==> config.mk <==
export PLATFORM = sky130hd
export DESIGN_NAME = ps2_key_tracker_flat
export DESIGN_NICKNAME = d
export VERILOG_FILES = /design/src/rtl/ps2_key_tracker_pkg.sv /design/src/rtl/ps2_key_tracker_if.sv /design/src/rtl/ps2_key_tracker_key_table.sv /design/src/rtl/ps2_key_tracker.sv /design/src/flat_wrapper.sv
export SDC_FILE = /design/constraint.sdc
export NUM_CORES = 1
export LEC_CHECK = 0
export CORE_UTILIZATION = 40
export DETAILED_ROUTE_END_ITERATION = 10
export GPL_TIMING_DRIVEN = 0
export PLACE_DENSITY = 0.58
export SLEW_MARGIN = 25
export SYNTH_ARGS = -nofsm -noshare
export SYNTH_HDL_FRONTEND = slang
export SYNTH_SLANG_ARGS = --single-unit
==> constraint.sdc <==
create_clock -name clk -period 3.4 [get_ports clk]
set_clock_uncertainty 0.2 [all_clocks]
set_input_delay 0.51 -clock clk [delete_from_list [all_inputs] [get_ports clk]]
set_output_delay 0.51 -clock clk [all_outputs]
set_load 0.02 [all_outputs]
==> src/rtl/ps2_key_tracker_pkg.sv <==
// ps2_pkg: shared scan-code constants, decoder state enum and held-key entry type
package ps2_pkg;
  localparam logic [7:0] PS2_EXT = 8'hE0;
  localparam logic [7:0] PS2_BRK = 8'hF0;
  localparam logic [7:0] PS2_PAUSE = 8'hE1;
  typedef enum logic [2:0] {S_BASE, S_EXT, S_BRK, S_EXT_BRK, S_PAUSE} state_t;
  typedef struct packed {
    logic       valid;
    logic       ext;
    logic [7:0] code;
  } key_entry_t;
endpackage

==> src/rtl/ps2_key_tracker_if.sv <==
// ps2_key_tracker_if: byte input from the PS/2 receiver and decoded key/status outputs; master = bus driver, slave = tracker
interface ps2_key_tracker_if #(parameter int MAX_KEYS = 4, parameter int CNT_W = 8);
  logic [7:0]                      ps2_data;
  logic                            ps2_valid;
  logic                            key_evt;
  logic [7:0]                      key_code;
  logic                            key_ext;
  logic                            key_down;
  logic                            key_repeat;
  logic                            pause_evt;
  logic                            any_held;
  logic [$clog2(MAX_KEYS+1)-1:0]   held_cnt;
  logic [CNT_W-1:0]                press_cnt;
  logic                            overflow;
  modport master (output ps2_data, ps2_valid,
                  input key_evt, key_code, key_ext, key_down, key_repeat, pause_evt, any_held, held_cnt, press_cnt, overflow);
  modport slave (input ps2_data, ps2_valid,
                 output key_evt, key_code, key_ext, key_down, key_repeat, pause_evt, any_held, held_cnt, press_cnt, overflow);
endinterface

==> src/rtl/ps2_key_tracker_key_table.sv <==
// ps2_key_table: MAX_KEYS-entry CAM of held {ext,code}; ports: key_i lookup key, hit_o/hit_idx_o match, free_idx_o lowest free slot, full_o, ins_i/rem_i write at idx_i, held_cnt_o valid count
module ps2_key_table
  import ps2_pkg::*;
#(
  parameter int MAX_KEYS = 4,
  localparam int IW = (MAX_KEYS > 1) ? $clog2(MAX_KEYS) : 1,
  localparam int HW = $clog2(MAX_KEYS + 1)
) (
  input  logic          clk,
  input  logic          rst,
  input  logic [8:0]    key_i,
  input  logic          ins_i,
  input  logic          rem_i,
  input  logic [IW-1:0] idx_i,
  output logic          hit_o,
  output logic [IW-1:0] hit_idx_o,
  output logic [IW-1:0] free_idx_o,
  output logic          full_o,
  output logic [HW-1:0] held_cnt_o
);
  key_entry_t tab_q [MAX_KEYS];
  // Scan downwards so the lowest matching / free index wins.
  always_comb begin
    hit_o = 1'b0;
    hit_idx_o = '0;
    free_idx_o = '0;
    full_o = 1'b1;
    held_cnt_o = '0;
    for (int i = MAX_KEYS - 1; i >= 0; i--) begin
      if (tab_q[i].valid && {tab_q[i].ext, tab_q[i].code} == key_i) begin
        hit_o = 1'b1;
        hit_idx_o = IW'(i);
      end
      if (!tab_q[i].valid) begin
        full_o = 1'b0;
        free_idx_o = IW'(i);
      end
      held_cnt_o = held_cnt_o + HW'(tab_q[i].valid);
    end
  end
  always_ff @(posedge clk or posedge rst) begin
    if (rst) begin
      for (int i = 0; i < MAX_KEYS; i++) tab_q[i] <= '0;
    end else if (ins_i) begin
      tab_q[idx_i] <= '{valid: 1'b1, ext: key_i[8], code: key_i[7:0]};
    end else if (rem_i) begin
      tab_q[idx_i].valid <= 1'b0;
    end
  end
endmodule

==> src/rtl/ps2_key_tracker.sv <==
// ps2_key_tracker: decodes PS/2 make/break/E0/E1 sequences, tracks held keys, flags repeats, counts fresh presses; ports: clk, rst (async), bus (slave modport)
module ps2_key_tracker
  import ps2_pkg::*;
#(
  parameter int MAX_KEYS = 4,
  parameter int CNT_W = 8,
  parameter int PAUSE_LEN = 7
) (
  input logic clk,
  input logic rst,
  ps2_key_tracker_if.slave bus
);
  localparam int IW = (MAX_KEYS > 1) ? $clog2(MAX_KEYS) : 1;
  localparam int HW = $clog2(MAX_KEYS + 1);
  localparam int PW = $clog2(PAUSE_LEN + 1);
  state_t state_q, state_d;
  logic [PW-1:0] pcnt_q, pcnt_d;
  logic [CNT_W-1:0] press_q;
  logic [7:0] code_q;
  logic evt_q, ext_q, down_q, rep_q, pause_q, ovf_q;
  logic is_ext, is_pre, make, brk, pause_done, hit, full;
  logic [IW-1:0] hit_idx, free_idx;
  logic [HW-1:0] held;
  logic [7:0] d;
  assign d = bus.ps2_data;
  assign is_ext = state_q inside {S_EXT, S_EXT_BRK};
  assign is_pre = d inside {PS2_EXT, PS2_BRK, PS2_PAUSE};
  // In S_EXT only E0/F0 act as prefixes; E1 there is an ordinary extended code.
  assign make = bus.ps2_valid && ((state_q == S_BASE && !is_pre) ||
                (state_q == S_EXT && !(d inside {PS2_EXT, PS2_BRK})));
  assign brk = bus.ps2_valid && state_q inside {S_BRK, S_EXT_BRK};
  assign pause_done = bus.ps2_valid && state_q == S_PAUSE && pcnt_q == PW'(1);
  always_comb begin
    state_d = state_q;
    pcnt_d = pcnt_q;
    if (bus.ps2_valid) begin
      unique case (state_q)
        S_BASE: begin
          state_d = d == PS2_EXT ? S_EXT : d == PS2_BRK ? S_BRK : d == PS2_PAUSE ? S_PAUSE : S_BASE;
          pcnt_d = d == PS2_PAUSE ? PW'(PAUSE_LEN) : pcnt_q;
        end
        S_EXT: state_d = d == PS2_EXT ? S_EXT : d == PS2_BRK ? S_EXT_BRK : S_BASE;
        S_PAUSE: begin
          pcnt_d = pcnt_q - PW'(1);
          state_d = pcnt_q == PW'(1) ? S_BASE : S_PAUSE;
        end
        default: state_d = S_BASE;
      endcase
    end
  end
  ps2_key_table #(.MAX_KEYS(MAX_KEYS)) u_tab (
    .clk        (clk),
    .rst        (rst),
    .key_i      ({is_ext, d}),
    .ins_i      (make && !hit && !full),
    .rem_i      (brk && hit),
    .idx_i      (brk ? hit_idx : free_idx),
    .hit_o      (hit),
    .hit_idx_o  (hit_idx),
    .free_idx_o (free_idx),
    .full_o     (full),
    .held_cnt_o (held)
  );
  always_ff @(posedge clk or posedge rst) begin
    if (rst) begin
      state_q <= S_BASE;
      pcnt_q <= '0;
      press_q <= '0;
      code_q <= '0;
      evt_q <= 1'b0;
      ext_q <= 1'b0;
      down_q <= 1'b0;
      rep_q <= 1'b0;
      pause_q <= 1'b0;
      ovf_q <= 1'b0;
    end else begin
      state_q <= state_d;
      pcnt_q <= pcnt_d;
      evt_q <= make || brk;
      pause_q <= pause_done;
      if (make || brk) begin
        code_q <= d;
        ext_q <= is_ext;
        down_q <= make;
        rep_q <= make && hit;
      end
      if (make && !hit) press_q <= press_q + CNT_W'(1);
      if (make && !hit && full) ovf_q <= 1'b1;
    end
  end
  assign bus.key_evt = evt_q;
  assign bus.key_code = code_q;
  assign bus.key_ext = ext_q;
  assign bus.key_down = down_q;
  assign bus.key_repeat = rep_q;
  assign bus.pause_evt = pause_q;
  assign bus.any_held = |held;
  assign bus.held_cnt = held;
  assign bus.press_cnt = press_q;
  assign bus.overflow = ovf_q;
endmodule

==> src/flat_wrapper.sv <==
// flat-port wrapper written by rule: the top's interface ports become plain ports
module ps2_key_tracker_flat import ps2_pkg::*;
#(
  parameter int MAX_KEYS = 4,
  parameter int CNT_W = 8,
  parameter int PAUSE_LEN = 7
)
  (clk, rst, bus_ps2_data, bus_ps2_valid, bus_key_evt, bus_key_code, bus_key_ext, bus_key_down, bus_key_repeat, bus_pause_evt, bus_any_held, bus_held_cnt, bus_press_cnt, bus_overflow);
  ps2_key_tracker_if #(.MAX_KEYS(MAX_KEYS), .CNT_W(CNT_W)) bus_i ();
  input logic clk;
  input logic rst;
  input wire logic [$bits(bus_i.ps2_data)-1:0] bus_ps2_data;
  input wire logic [$bits(bus_i.ps2_valid)-1:0] bus_ps2_valid;
  output wire logic [$bits(bus_i.key_evt)-1:0] bus_key_evt;
  output wire logic [$bits(bus_i.key_code)-1:0] bus_key_code;
  output wire logic [$bits(bus_i.key_ext)-1:0] bus_key_ext;
  output wire logic [$bits(bus_i.key_down)-1:0] bus_key_down;
  output wire logic [$bits(bus_i.key_repeat)-1:0] bus_key_repeat;
  output wire logic [$bits(bus_i.pause_evt)-1:0] bus_pause_evt;
  output wire logic [$bits(bus_i.any_held)-1:0] bus_any_held;
  output wire logic [$bits(bus_i.held_cnt)-1:0] bus_held_cnt;
  output wire logic [$bits(bus_i.press_cnt)-1:0] bus_press_cnt;
  output wire logic [$bits(bus_i.overflow)-1:0] bus_overflow;
  assign bus_i.ps2_data = bus_ps2_data;
  assign bus_i.ps2_valid = bus_ps2_valid;
  assign bus_key_evt = bus_i.key_evt;
  assign bus_key_code = bus_i.key_code;
  assign bus_key_ext = bus_i.key_ext;
  assign bus_key_down = bus_i.key_down;
  assign bus_key_repeat = bus_i.key_repeat;
  assign bus_pause_evt = bus_i.pause_evt;
  assign bus_any_held = bus_i.any_held;
  assign bus_held_cnt = bus_i.held_cnt;
  assign bus_press_cnt = bus_i.press_cnt;
  assign bus_overflow = bus_i.overflow;
  ps2_key_tracker #(.MAX_KEYS(MAX_KEYS), .CNT_W(CNT_W), .PAUSE_LEN(PAUSE_LEN)) u_core (.clk(clk), .rst(rst), .bus(bus_i));
endmodule
## Yosys cells after proc, flatten, opt, wreduce, memory -nomap -nowiden

Index checks and enable logic that the tools add are counted.
W data, S select, Z words.

| storage, ports and cells | value |
|---|---|
| bits in registers | 68 |
| input port bits | 11 |
| logic and storage cells | 108 |

| operators by class | value |
|---|---|
| eq/ne operators | 13 |
| bitwise logic cells | 1 |
| $lt $le $gt $ge | 2 |
| multiplexer cells | 34 |
| add/subtract/negate cells | 5 |
| reduce and logical (&&, ||, !) cells | 31 |

Operators by type and width:

| operator | number |
|---|---|
| $bwmux W40 | 2 |
| $mux W40 | 2 |
| $demux W10 S2 | 2 |
| $eq A9 B9 Y1 | 4 |
| $eq A8 B8 Y1 const B | 3 |
| $mux W10 | 2 |
| $mux W2 | 10 |
| $mux W3 | 6 |
| $logic_and A1 B1 Y1 | 16 |
| $reduce_bool A2 Y1 | 5 |
| $pmux W3 S3 | 1 |
| $add A8 B1 Y8 const B | 1 |
| $mux W1 | 8 |
| $eq A3 B1 Y1 const B | 2 |
| $eq A3 B2 Y1 const B | 2 |
| $pmux W3 S2 | 1 |
| $logic_not A1 Y1 | 4 |
| $add A2 B1 Y3 | 1 |
| $add A3 B1 Y3 | 1 |
| $eq A3 B3 Y1 const B | 1 |
| $ge A3 B3 Y1 const B | 1 |
| $logic_not A3 Y1 | 1 |
| $lt A3 B1 Y1 const B | 1 |
| $not A2 Y3 | 1 |
| 7 further kinds | 8 |

## Longest topological paths before layout

Gate-level depths: netlist (run 1).

| depth | value |
|---|---|
| word-level depth | 17 |
| mapped depth | 9 |

## Hierarchy

From an unflattened synthesis (run 1), not the netlist that was laid out.

| second synthesis, totals | value |
|---|---|
| cells, all modules | 295 |
| area total of the unflattened synthesis | 3523.4 um^2 |

Modules (own cells, without submodules):

| module | cells each | area an instance (um^2) | times used | seq. area each (um^2) |
|---|---|---|---|---|
| ps2_key_table | 174 | 2168.3 | 1 | 1001.0 |
| ps2_key_tracker | 121 | 1355.0 | 1 | 700.7 |

## Worst setup path after synthesis (run 1)

No wires, ideal clock.

| timing | value |
|---|---|
| kind | reg-to-output |
| from | register u_core.u_tab.tab_q[9] in the netlist's numbering |
| to | output port bus_any_held |
| cell stages (with the launch flop) | 7 |
| setup slack | 0.682 ns |
| arrival time | 2.008 ns |
| cell sequence | dfrtp_1 > inv_1 > fa_1 > inv_1 > ha_1 > ha_1 > or3_1 |

| on the way | value |
|---|---|
| cells in the longest elaborated chain, start to end | 4 |

Ends and longest elaborated chain:

| what | line | source |
|---|---|---|
| start, declared | ps2_key_tracker_key_table.sv:21 | `key_entry_t tab_q [MAX_KEYS];` |
| start signal, assigned by index | ps2_key_tracker_key_table.sv:45 | `tab_q[idx_i] <= '{valid: 1'b1, ext: key_i[8], code: key_i[7:0]};` |
| $add A1 B1 Y2 | ps2_key_tracker_key_table.sv:38 | `held_cnt_o = held_cnt_o + HW'(tab_q[i].valid);` |
| $add A2 B1 Y3 | ps2_key_tracker_key_table.sv:38 |  |
| $add A3 B1 Y3 | ps2_key_tracker_key_table.sv:38 |  |
| named net bus_held_cnt[1] | flat_wrapper.sv:21 | `output wire logic [$bits(bus_i.held_cnt)-1:0] bus_held_cnt;` |
| $reduce_or A3 Y1 | ps2_key_tracker.sv:97 | `assign bus.any_held = \|held;` |
| end, declared | flat_wrapper.sv:20 | `output wire logic [$bits(bus_i.any_held)-1:0] bus_any_held;` |

The timed path passes the listed nets, and every way through them passes these cells.

## Final worst setup path (run 1)

| timing | value |
|---|---|
| from | register u_core.u_tab.tab_q[9] in the netlist's numbering |
| to | output port bus_any_held |

| on the way | value |
|---|---|
| cells in the longest elaborated chain, start to end | 4 |

Ends and longest elaborated chain:

| what | line |
|---|---|
| $add A1 B1 Y2 | ps2_key_tracker_key_table.sv:38 |
| $add A2 B1 Y3 | ps2_key_tracker_key_table.sv:38 |
| $add A3 B1 Y3 | ps2_key_tracker_key_table.sv:38 |
| $reduce_or A3 Y1 | ps2_key_tracker.sv:97 |

Every way passes these cells.

==> reports/qor.yml, run 1 <==
run_status:
  outcome: "complete, no violations"
route:
  drt-wirelength-per-cell_um: 13.9
  detail_route.first_pass.iterations: 4
  drt-total-wl_um: 6070
  num_vias: 2161
  drt_first_iter_violations: 66
  ant_nets: 0
  drt_drc_violations_left: 0
  routed_via_density: 4.96
logic_synthesis:
  ys_seq_elements: 68
  synth.cells.most_frequent: "dfrtp_1 (68), xnor2_1 (36), mux2_2 (33), nand2_1 (20)"
  synth.avg_cell_area_um2: 12.0
  seq_area_frac_synth_pct: 50.6
  syn_inst: 281
  synth_area_leaders: "dfrtp_1 (51%), mux2_2 (11%), xnor2_1 (9.4%)"
  net_count_after_synthesis: 300
  synthMostInstantiatedCell: "dfrtp_1"
  synth_enable_flop_cells: 0
  synth_top_flop_cell: "dfrtp_1"
  synth_top_cell_area_share_pct: 50.6
  synth.cell_area_um2: 3370
  netlist-cell-type-count: 44
  ys_async_sr_fraction_pct: 100
  yosysTopAreaCell: "dfrtp_1"
  synth_warnings: 0
die:
  fp.dieW_um: 93.7
  die-height_um: 93.7
  core_area_um2: 8180
  placement_rows: 33
  starting_density_of_the_core_pct: 41.2
  dieArea_um2: 8790
  io_pins: 37
placed_design:
  placement.cell_area_um2: 3850
  dp_worst_setup_slack_ps: -142
  globalplace.congestion: 0.743
  buffer_ports.inserted: 32
  place_hpwl_um: 4260
critical_path:
  cp_max_fo: 3
  worstSetupEndpointType: "primary output"
  reg2reg_from: "u_core.state_q[0]$_DFFE_PP0P_"
  cp.required_ps: 2690
  timing.critical_path.from_type: "register"
  ff2ff_setup_slack_ps: 560
  reg2regPathDepth: 8
  timing.rr.end: "u_core.u_tab.tab_q[32]$_DFFE_PP0P_"
  crit_arrival_ps: 2520
  worst-setup-path-type: "reg -> out"
power_and_ir_drop:
  pwr-share-comb_pct: 35.0
  pwr-share-clk_pct: 21.9
  power.share.sequential_pct: 43.1
  intPower_uw: 1990
  static-leakage-power_uw: 0.00174
  power_uw: 2960
  power.density_nw_per_um2: 731
  switching_share_of_power_pct: 32.7
  max-vdd-ir-drop_mv: 0.331
  netSwitchingPower_uw: 967
worst_hold_path:
  holdCritPathClass: "reg -> reg"
  worst_hold_start: "u_core.bus.overflow$_DFFE_PP0P_"
  count_of_cells_along_the_worst_hold_path: 1
  whs_endpoint: "u_core.bus.overflow$_DFFE_PP0P_"
job:
  maxcap_violations: 0
global_route:
  grt_first_pass_wirelength_um: 10500
  grt_start_max_net_pins: 47
  grt_overflow_total: 0
  global_route.usage.total_pct: 15.8
  grt_pass1_vias: 2134
  antenna_violations_before_repair: 0
cells_and_area:
  filler_cell_count: 781
  nNetsFinal: 345
  area_delta_synth_final_pct: 20.2
  num_antenna_cells: 0
  fraction_of_final_layout_cells_with_drive_strength_greater_than_1_pct: 22.1
  post-route-cell-area_um2: 4050
  seqCellArea_um2: 1700
  multiInputGateArea_um2: 1550
  layout.core_utilization_pct: 49.5
timing:
  min_period_over_period_pct: 95.1
  timing.final.hold_violations: 0
  timing.fmax_mhz: 309
  rsz0062_at_grt: "false"
  worst_slew_margin_rel_pct: 47.0
  whs_ps: 261
  report.final.slew_viol_count: 0
  worst_pin_slew_ps: 784
  layout_setup_ws_ps: 165
  period_minus_slack_ps: 3230
  timing.final.setup_violations: 0
clock_tree:
  numCtsBuffers: 9
  cts-htree-levels: 3
  clkSlewWorstSetupHoldPaths_ps: 70
  clock_tree.root_cell: "clkbuf_8"
  cts-root-to-sink-buffers: 2
  cts.sink_count: 68
  clk_latency_ps: 350
  ctsHoldBuffers: 0
  tritoncts: "built"
==> what timing repair did <==
action,CTS,global route
setup endpoints to repair,1,1
resized for setup,1,1
setup buffers,0,1
==> area by class of cell <==
type | count | share of cell area (%)
clock buffer | 9 | 3.06
inverter | 12 | 1.18
sequential | 68 | 42.1
buffer | 13 | 1.61
timing repair buffer | 34 | 8.75
clock inverter | 7 | 1.67
tap | 105 | 3.25
multi-input combinational | 188 | 38.4
==> how the worst max path moves through the flow <==
stage,start,endpoint,slack (ps),cells after the start
final,u_core.u_tab.tab_q[9]$_DFFE_PP0P_,bus_any_held,170,7
after global routing,u_core.u_tab.tab_q[9]$_DFFE_PP0P_,bus_any_held,50,7
after CTS,u_core.u_tab.tab_q[9]$_DFFE_PP0P_,bus_any_held,90,7
after detailed placement,bus_ps2_data[4],u_core.u_tab.tab_q[30]$_DFFE_PP0P_,-140,9
after global placement,rst,u_core.bus.key_code[1]$_DFFE_PP0P_,-330,2
after floorplan,u_core.u_tab.tab_q[9]$_DFFE_PP0P_,bus_any_held,680,6
==> placed cells by master (no fill, tap or decap), drive strengths merged, types with 2 or more instances in the layout <==
cell,Yosys,final
clkdlybuf4s50,0,31
nor2,10,10
dfrtp,68,68
clkinv,0,6
nand3,8,8
a21o,2,2
or4,2,2
buf,12,14
a31oi,2,2
xnor2,36,36
or3,2,2
nor4,5,5
and3,3,3
clkbuf,1,10
nand4,7,7
a21oi,6,6
o21ai,7,7
nand2,20,20
nor3b,2,2
mux2,45,45
inv,12,12
ha,7,7
nor2b,2,2
xor2,7,7
==> stage by stage <==
| step | setup TNS, ps | std cells |
|---|---|---|
| final | 0 | 436 |
| after global routing | 0 | 436 |
| after CTS | 0 | 435 |
| after detailed placement | -3290 | 419 |
| after global placement | -25100 | 418 |
| after floorplan | 0 | 281 |
==> layer usage <==
metal  track usage (%)  vias to the layer above  share of wire (%)
met1              20.5                     1054                 49
li1                  -                     1067                  -
met5                 0                        -                  0
met4              3.85                        0               0.77
met2              25.2                       35                 47
met3              5.50                        5                4.2
==> registers in the layout, summed over array words and instances (netlist names) <==
signal                 cells
u_core.bus.key_code        8
u_core.bus.key_down        1
u_core.bus.key_evt         1
u_core.bus.key_ext         1
u_core.bus.key_repeat      1
u_core.bus.overflow        1
u_core.bus.pause_evt       1
u_core.bus.press_cnt       8
u_core.pcnt_q              3
u_core.state_q             3
u_core.u_tab.tab_q        40
==> power by group through the flow <==
stage | sequential, uW | combinational [uW] | clock [uW]
3_3_place_gp | 1290 | 1020 | 0
6_report | 1280 | 1030 | 649
2_1_floorplan | 1320 | 702 | 0
3_5_place_dp | 1300 | 1040 | 0
5_1_grt | 1310 | 1150 | 705
4_1_cts | 1280 | 1040 | 672
==> logic make-up after synthesis <==
kind of cell,synth area share [%]
AO/OA/AOI/OAI,5.32
XOR/XNOR,11.2
adder cells (fa/ha/maj),3.20
buffers and inverters,3.27
flip-flops,50.6
multiplexers,15.1
AND/OR/NAND/NOR,11.4
==> critical path: stages, from the launching register on <==
cell           delay, ps
dfrtp_1              370
inv_1                 80
fa_1                 530
inv_1                 40
ha_1                 170
ha_1                 290
or3_1                370
dlygate4sd2_1        320
(Power assumes the default switching activity.)
==> run 2, diff against run 1 <==
--- a/config.mk
+++ b/config.mk
@@ -9,7 +9,7 @@
 export DETAILED_ROUTE_END_ITERATION = 10
 export GPL_TIMING_DRIVEN = 0
 export PLACE_DENSITY = 0.58
-export SLEW_MARGIN = 25
+export SLEW_MARGIN = 20
 export SYNTH_ARGS = -nofsm -noshare
 export SYNTH_HDL_FRONTEND = slang
 export SYNTH_SLANG_ARGS = --single-unit
==> results of run 2 <==
Same layout as run 1: the final DEF is identical, and so are final timing and power.
==> run 3, diff against run 2 <==
--- a/config.mk
+++ b/config.mk
@@ -5,11 +5,10 @@
 export SDC_FILE = /design/constraint.sdc
 export NUM_CORES = 1
 export LEC_CHECK = 0
-export CORE_UTILIZATION = 40
+export CORE_UTILIZATION = 30
 export DETAILED_ROUTE_END_ITERATION = 10
 export GPL_TIMING_DRIVEN = 0
-export PLACE_DENSITY = 0.58
-export SLEW_MARGIN = 20
+export PLACE_DENSITY = 0.46
 export SYNTH_ARGS = -nofsm -noshare
 export SYNTH_HDL_FRONTEND = slang
 export SYNTH_SLANG_ARGS = --single-unit
==> run 3 against run 2 <==
Critical path depth is the same. Sequential power is essentially flat. Global-route usage shrank 2.3 points. Register-to-register slack lost 20 ps. Utilization shrank 12 points. Critical path type unchanged. Largest cell class unchanged.
==> reports/qor.yml, run 3 (same netlist as run 1, synthesis figures left out) <==
timing:
  rsz0062_at_grt: "false"
  whs_ps: 257
  period_minus_slack_ps: 3250
  min_period_over_period_pct: 95.6
  timing.fmax_mhz: 308
  timing.final.hold_violations: 0
  worst_pin_slew_ps: 726
  timing.final.setup_violations: 0
  worst_slew_margin_rel_pct: 50.9
  report.final.slew_viol_count: 0
critical_path:
  worstSetupEndpointType: "primary output"
  timing.critical_path.from_type: "register"
  cp_cell_sequence: "inv_1 > fa_1 > inv_1 > ha_1 > ha_1 > or3_1 > dlygate4sd2_1"
  ff2ff_setup_slack_ps: 540
  cp.required_ps: 2690
  reg2reg_from: "u_core.state_q[0]$_DFFE_PP0P_"
  worstPathBufferInverterCount: 3
  worst_path_largest_cell_delay_ps: 530
  reg2regPathDepth: 8
  crit_arrival_ps: 2540
  timing.rr.end: "u_core.u_tab.tab_q[37]$_DFFE_PP0P_"
  highest_delay_cell_along_the_critical_path: "fa_1"
  cp_max_fo: 4
  worst-setup-path-type: "reg -> out"
  cpLargestDelayFamily: "adder cells"
power_and_ir_drop:
  pwr-share-comb_pct: 34.4
  power.density_nw_per_um2: 732
  pwr-share-clk_pct: 22.7
  intPower_uw: 2010
  static-leakage-power_uw: 0.00173
  max-vdd-ir-drop_mv: 0.300
  netSwitchingPower_uw: 982
  switching_share_of_power_pct: 32.9
  power.share.sequential_pct: 42.9
clock_tree:
  cts.repair_timing.setup_buffer_count: 0
  clkSlewWorstSetupHoldPaths_ps: 80
  cts.sink_count: 68
  tritoncts: "built"
  clk_latency_ps: 340
  numCtsBuffers: 9
  clock_tree.root_cell: "clkbuf_8"
  cts-root-to-sink-buffers: 2
  cts-htree-levels: 3
placed_design:
  buffer_ports.inserted: 32
  globalplace.congestion: 0.723
  dp.cells: 454
  place_hpwl_um: 4810
  placement.cell_area_um2: 3890
route:
  num_vias: 2192
  ant_nets: 0
  routed_via_density: 4.66
  drt-wirelength-per-cell_um: 14.6
  drt_first_iter_violations: 47
  drt_drc_violations_left: 0
  detail_route.first_pass.iterations: 4
  drt-total-wl_um: 6860
cells_and_area:
  fraction_of_final_layout_cells_with_drive_strength_greater_than_1_pct: 21.2
  num_antenna_cells: 0
  mostFrequentLayoutCell: "dfrtp_1"
  nNetsFinal: 344
  largest_register: "u_core.u_tab.tab_q"
  post-route-cell-area_um2: 4090
  largest_reg_flops: 40
  final_cells: 470
  most-common-layout-cells: "dfrtp_1 (67), xnor2_1 (36), mux2_2 (33), clkdlybuf4s50_1 (31), nand2_1 (20)"
  area_delta_synth_final_pct: 21.4
global_route:
  grt_start_max_net_pins: 50
  grt_first_pass_wirelength_um: 11800
  antenna_violations_before_repair: 0
  grt_overflow_total: 0
  global_route.usage.total_pct: 13.5
  grt_pass1_vias: 2278
worst_hold_path:
  count_of_cells_along_the_worst_hold_path: 1
  worst_hold_start: "u_core.bus.overflow$_DFFE_PP0P_"
  whs_endpoint: "u_core.bus.overflow$_DFFE_PP0P_"
  holdCritPathClass: "reg -> reg"
die:
  fp.dieW_um: 108
  io_pins: 37
  core_area_um2: 10900
  starting_density_of_the_core_pct: 30.9
  dieArea_um2: 11600
  placement_rows: 38
  die-height_um: 108
run_status:
  outcome: "complete, no violations"
job:
  maxcap_violations: 0
-- run 3: changes by cell type in the layout (fill, tap and decap cells not counted) --
cell and change:
buf_4 -1, clkinv_4 -1, clkbuf_8 +1, clkinv_2 -2, clkbuf_1 +2
-- run 3: final cells by class --
class	count	area [um^2]
Timing Repair Buffer	33	347
Buffer	13	65.1
Fill cell	1104	6800
Clock buffer	12	145
Clock inverter	4	48.8
Multi-Input combinational cell	188	1550
Tap cell	140	175
Inverter	12	47.5
Sequential cell	68	1700
-- run 3: layer usage --
| metal | track usage (%) | vias to the layer above | wire, um |
|---|---|---|---|
| met4 | 5.58 | 0 | 89 |
| met1 | 18.2 | 1083 | 3550 |
| met5 | 0 | - | 0 |
| li1 | - | 1061 | - |
| met3 | 3.51 | 9 | 190 |
| met2 | 20.6 | 39 | 3030 |
-- run 3: metrics by stage --
step | setup TNS (ps) | utilization, % | setup slack, ps | power (uW)
3_5_place_dp | -5570 | 35.7 | -202 | 2350
4_1_cts | 0 | 37.5 | 75.9 | 3030
6_report | 0 | 37.5 | 150 | 2990
3_3_place_gp | -36320 | 35.5 | -463 | 2320
2_1_floorplan | 0 | - | 682 | 2030
5_1_grt | 0 | 37.5 | 16.6 | 3210
-- run 3: worst max-delay path by stage --
stage	from	end	slack [ps]	cells after the start
floorplan	u_core.u_tab.tab_q[9]$_DFFE_PP0P_	bus_any_held	680	6
global placement	rst	u_core.u_tab.tab_q[32]$_DFFE_PP0P_	-460	2
detailed placement	bus_ps2_data[0]	u_core.u_tab.tab_q[5]$_DFFE_PP0P_	-200	10
CTS	u_core.u_tab.tab_q[9]$_DFFE_PP0P_	bus_any_held	80	7
global route	u_core.u_tab.tab_q[19]$_DFFE_PP0P_	bus_any_held	20	7
finish	u_core.u_tab.tab_q[9]$_DFFE_PP0P_	bus_any_held	150	7
-- run 3: power groups by stage --
stage                     Sequential (uW)  Clock [uW]  Combinational [uW]
final                                1280         677                1030
after global routing                 1330         733                1150
after CTS                            1280         704                1050
after detailed placement             1300           0                1050
after global placement               1290           0                1030
after floorplan                      1320           0                 702
-- run 3: what timing repair did --
action                                 4_1_cts  5_1_grt
resized for setup                            1        1
setup endpoints to repair                    1        1
hold buffers                                 0        0
endpoints found under the hold margin        0        0
